[src/rtl/video_dram_sched.sv]
// Per-DRAM-cycle scheduler sharing one DRAM port between video, CPU and refresh.
// Video slots are reserved by bandwidth; free slots go to refresh, then CPU.
module video_dram_sched #(
  parameter int REF_PERIOD = 128
) (
  input  logic        clk,
  input  logic        rst,
  input  logic        cend,
  input  logic        go,
  input  logic [1:0]  bw,
  input  logic [20:0] video_addr,
  output logic        video_next,
  output logic        video_strobe,
  output logic [15:0] video_data,
  input  logic        cpu_req,
  input  logic        cpu_rnw,
  input  logic [20:0] cpu_addr,
  input  logic [15:0] cpu_wrdata,
  input  logic [1:0]  cpu_bsel,
  output logic        cpu_next,
  output logic        cpu_strobe,
  output logic [15:0] cpu_rddata,
  output logic        dram_req,
  output logic        dram_ref,
  output logic        dram_rnw,
  output logic [20:0] dram_addr,
  output logic [15:0] dram_wrdata,
  output logic [1:0]  dram_bsel,
  input  logic        dram_rdy,
  input  logic [15:0] dram_rd
);

  localparam logic [1:0] OWN_NONE = 2'd0;
  localparam logic [1:0] OWN_VID  = 2'd1;
  localparam logic [1:0] OWN_CPUR = 2'd2;
  localparam logic [1:0] OWN_CPUW = 2'd3;

  localparam logic [7:0] REF_LAST = 8'(REF_PERIOD - 1);

  logic [3:0] slot;
  logic [7:0] ref_cnt;
  logic       ref_pend;
  logic       ref_wrap;
  logic [1:0] owner;
  logic       vid_slot;
  logic       vid_grant;
  logic       cpu_grant;
  logic       ref_grant;

  always_comb begin
    vid_slot = 1'b0;
    if (go) begin
      case (bw)
        2'b00:   vid_slot = (slot[2:0] == 3'd0);
        2'b01:   vid_slot = (slot[1:0] == 2'd0);
        2'b10:   vid_slot = (slot[0] == 1'b0);
        default: vid_slot = 1'b1;
      endcase
    end
  end

  assign vid_grant = cend & vid_slot;
  assign ref_grant = cend & ~vid_slot & ref_pend;
  assign cpu_grant = cend & ~vid_slot & ~ref_pend & cpu_req;
  assign ref_wrap  = cend & (ref_cnt == REF_LAST);

  // Grants are combinational; mask them while reset is held so every output reads 0.
  assign video_next = vid_grant & ~rst;
  assign cpu_next   = cpu_grant & ~rst;

  always_ff @(posedge clk or posedge rst) begin
    if (rst) begin
      slot <= '0;
    end else if (!go) begin
      slot <= '0;
    end else if (cend) begin
      slot <= slot + 4'd1;
    end
  end

  // A wrap coinciding with a refresh issue keeps the request pending.
  always_ff @(posedge clk or posedge rst) begin
    if (rst) begin
      ref_cnt  <= '0;
      ref_pend <= 1'b0;
    end else if (cend) begin
      ref_cnt <= ref_wrap ? 8'd0 : ref_cnt + 8'd1;
      if (ref_wrap) begin
        ref_pend <= 1'b1;
      end else if (ref_grant) begin
        ref_pend <= 1'b0;
      end
    end
  end

  always_ff @(posedge clk or posedge rst) begin
    if (rst) begin
      dram_req    <= 1'b0;
      dram_ref    <= 1'b0;
      dram_rnw    <= 1'b0;
      dram_addr   <= '0;
      dram_wrdata <= '0;
      dram_bsel   <= '0;
      owner       <= OWN_NONE;
    end else if (cend) begin
      dram_req <= vid_grant | cpu_grant;
      dram_ref <= ref_grant;
      if (vid_grant) begin
        dram_rnw  <= 1'b1;
        dram_addr <= video_addr;
        dram_bsel <= '1;
        owner     <= OWN_VID;
      end else if (cpu_grant) begin
        dram_rnw    <= cpu_rnw;
        dram_addr   <= cpu_addr;
        dram_wrdata <= cpu_wrdata;
        dram_bsel   <= cpu_rnw ? 2'b11 : cpu_bsel;
        owner       <= cpu_rnw ? OWN_CPUR : OWN_CPUW;
      end else begin
        owner <= OWN_NONE;
      end
    end
  end

  always_ff @(posedge clk or posedge rst) begin
    if (rst) begin
      video_strobe <= 1'b0;
      video_data   <= '0;
      cpu_strobe   <= 1'b0;
      cpu_rddata   <= '0;
    end else begin
      video_strobe <= dram_rdy & (owner == OWN_VID);
      cpu_strobe   <= dram_rdy & (owner == OWN_CPUR);
      if (dram_rdy && owner == OWN_VID) begin
        video_data <= dram_rd;
      end
      if (dram_rdy && owner == OWN_CPUR) begin
        cpu_rddata <= dram_rd;
      end
    end
  end

endmodule

[config.mk]
export PLATFORM = sky130hd
export DESIGN_NAME = video_dram_sched
export DESIGN_NICKNAME = d
export VERILOG_FILES = /design/src/rtl/video_dram_sched.sv
export SDC_FILE = /design/constraint.sdc
export NUM_CORES = 1
export LEC_CHECK = 0
export CAP_MARGIN = 20
export CORE_ASPECT_RATIO = 0.7
export CORE_MARGIN = 2
export CORE_UTILIZATION = 45
export CTS_CLUSTER_SIZE = 25
export DETAILED_ROUTE_END_ITERATION = 10
export GPL_TIMING_DRIVEN = 1
export PLACE_DENSITY = 0.87
export SYNTH_ARGS = -nofsm -noshare
export SYNTH_HDL_FRONTEND = slang
export SYNTH_SLANG_ARGS = --single-unit
[constraint.sdc]
create_clock -name clk -period 13.2 [get_ports clk]
set_input_delay 3.3 -clock clk [delete_from_list [all_inputs] [get_ports clk]]
set_output_delay 3.3 -clock clk [all_outputs]
set_load 0.02 [all_outputs]
==> results.tsv <==
stage	metric	value	unit
outcome	status	complete, but fails checks	
outcome	violations	design-rule violations	
layout	nets	594	
layout	regArea	2250	sq um
global_route	track_usage	0.241	
critical_path	cp.required	9900	ps
critical_path	arrival	5710	ps
cts	post_cts_buffers	0	
layout	n_antenna_cell	0	
timing	setup_violations	0	
layout	drive_gt1_frac	0.0685	
critical_path	timing.rr.end	dram_wrdata[12]	
logic_synthesis	syn_avg_cell_area	10.8	sq um
logic_synthesis	synth_edf_count	0	
routing	drtIter0Drc	283	
critical_path	endpoint_kind	output port	
cts	cts_sinks	90	
power_and_ir_drop	power.density	163	nW/um^2
timing	maxSlewViolCount	0	
critical_path	crit_path_start	cend	
routing	postRouteAntennaNets	0	
power_and_ir_drop	p_leak	2.66	nW
die	initial_utilization	0.472	
power_and_ir_drop	p_sw	0.293	mW
power_and_ir_drop	p_int	0.646	mW
logic_synthesis	synthFlopType	dfrtp_1	
placement	post-place-ws	4190	ps
logic_synthesis	yosysUniqueCellTypes	38	
layout	layout_commonest_cell	clkdlybuf4s50_1	
cts	h-tree-depth	3	
die	dieArea	9110	sq um
power_and_ir_drop	peakVddDrop	60.8	uV
logic_synthesis	syn-num-nets	435	
cts	cts_resized	0	
critical_path	cp-endpoint	cpu_next	
timing	skew	11.5	ps
cts	clkTransAtPathRegs	50	ps
critical_path	crit_type	input port to output port	
logic_synthesis	synth-seq-area-share	0.599	
die	die_w	113	microns
die	die-height	80.5	microns
timing	finalHoldViolations	0	
flow_run	drv_cap	0	
layout	nFillCells	570	
timing	finalSetupTns	0	ps
cts	cts_max_path_buffers	2	
timing	min_period_over_period	0.682	
timing	rsz0062_at_grt	no	
cts	cts_tree	built	
timing	slew_headroom	0.441	
critical_path	reg2regPathDepth	3	
critical_path	rr_startpoint	ref_pend	
routing	wl	10400	microns
logic_synthesis	syn_area	3760	sq um
logic_synthesis	synthCells	347	
logic_synthesis	ys_top_cells_by_area	dfrtp_1 60%, nand2_1 12%, a221o_1 4.3%	
timing	tightestPinTransition	835	ps
logic_synthesis	yosysWarnings	0	
routing	viasPerCell	5.18	
cts	cts_buffers	9	
critical_path	cp_max_fo	17	
layout	multi_input_area	1380	sq um
placement	hpwlAfterDp	7390	microns
logic_synthesis	yosys.area.top_type	dfrtp_1	
global_route	overflow	0	
power_and_ir_drop	p_clk_frac	0.274	
logic_synthesis	yosys.area.top_type_share	0.599	
power_and_ir_drop	pwr-share-seq	0.401	
die	rows	27	
cts	hold_buffers	0	
routing	route.vias.total	3168	
placement	port_buffers	162	
logic_synthesis	synthArstFlopShare	1.00	
layout	layout_common_cells	162 x clkdlybuf4s50_1, 119 x nand2_1, 90 x dfrtp_1	
timing	layout_min_cycle_time	9010	ps
critical_path	startpoint_type	input port	
power_and_ir_drop	pwr-share-comb	0.324	
worst_hold_path	min-delay-path-class	register to register	
routing	routedWlPerCell	16.9	microns
critical_path	regToRegSetupSlack	11040	ps
global_route	grt_pass1_vias	3303	
global_route	antenna_found_initial	0	
die	coreArea	7970	sq um
placement	place_congestion	0.775	
routing	route.detailed.drc	12	
cts	root_buffer	clkbuf_16	
global_route	grt_max_degree	91	
layout	area_growth	52.9	%
routing	dr.pass1.iters	8	
logic_synthesis	synth-seq-cells	90	
cts	clock_latency	340	ps
power_and_ir_drop	switching_share	0.312	
timing	fmax	111	MHz
timing	fin_ws	4190	ps
die	ioPinCount	163	
global_route	grt_pass1_wl	16900	microns
cell type report:
type | count | area share
clock inverters | 5 | 0.0107
repair buffers | 165 | 0.289
inverters | 7 | 0.00479
clock buffers | 11 | 0.0422
flip-flops and latches | 90 | 0.392
multi-input cells | 233 | 0.239
well taps | 101 | 0.0220
power by group through the flow:
stage | clock, mW | combinational (mW) | sequential [mW]
floorplan | 0 | 0.0826 | 0.441
global placement | 0 | 0.296 | 0.377
detailed placement | 0 | 0.305 | 0.381
CTS | 0.264 | 0.307 | 0.377
global route | 0.275 | 0.325 | 0.385
finish | 0.257 | 0.305 | 0.377
metrics by stage:
| stage | cells | total power, mW | hold slack [ps] | util | area (sq um) |
|---|---|---|---|---|---|
| final | 612 | 0.939 | 470 | 0.721 | 5750 |
| after global routing | 612 | 0.985 | 496 | 0.721 | 5750 |
| after CTS | 611 | 0.947 | 470 | 0.718 | 5720 |
| after detailed placement | 595 | 0.686 | 461 | 0.680 | 5420 |
| after global placement | 595 | 0.672 | 458 | 0.680 | 5420 |
| after floorplan | 347 | 0.524 | 442 | - | 3760 |
critical path, cell delays in order:
cell and delay [ps]:
clkdlybuf4s50_1 840, and3b_1 670, and3_1 270, clkdlybuf4s50_1 630
cells by family (layout without fill, tap and decap cells):
kind of cell,count (synthesis),in the layout,share of synthesized area
mux,21,21,0.0722
compound gates,37,37,0.0809
simple gates,165,165,0.187
buf+inv,24,188,0.0349
xor+xnor,7,7,0.0163
fa+ha+maj,3,3,0.00998
flops,90,90,0.599
how the worst min path moves through the flow:
stage	start	endpoint	slack (ps)	cells after the start
final	ref_cnt[6]	ref_cnt[6]	470	1
after global routing	video_data[3]	video_data[3]	500	2
after CTS	ref_cnt[6]	ref_cnt[6]	470	1
after detailed placement	ref_cnt[6]	ref_cnt[6]	460	1
after global placement	video_data[11]	video_data[11]	460	2
after floorplan	ref_cnt[6]	ref_cnt[6]	440	1
flip-flops by register name, summed over array words and instances (netlist names):
register	count
ref_cnt	8
owner	2
video_strobe	1
cpu_rddata	16
video_data	16
dram_bsel	2
dram_addr	21
dram_wrdata	16
ref_pend	1
dram_ref	1
cpu_strobe	1
dram_rnw	1
slot	3
dram_req	1
metal layers:
metal / routed length (microns) / share of wire / up-vias / track usage
met3: 793 / 0.077 / 14 / 0.0491
met5: 0 / 0 / - / 0
met4: 146 / 0.014 / 0 / 0.0744
met2: 5150 / 0.50 / 138 / 0.414
met1: 4280 / 0.41 / 1534 / 0.311
li1: - / - / 1482 / -
cell usage after synthesis (all sizes together), types with 2 or more instances:
cell,number
nor3,3
a31oi,6
mux2,19
a21o,2
mux2i,2
nand3,4
buf,10
a221o,16
dfrtp,90
inv,7
nor2,15
nor2b,2
nand2,119
clkbuf,7
and3,12
xor2,3
a21boi,5
o21ai,4
ha,3
and2,3
nand3b,3
xnor2,4
Note: power is estimated with default switching activity, not from simulation.
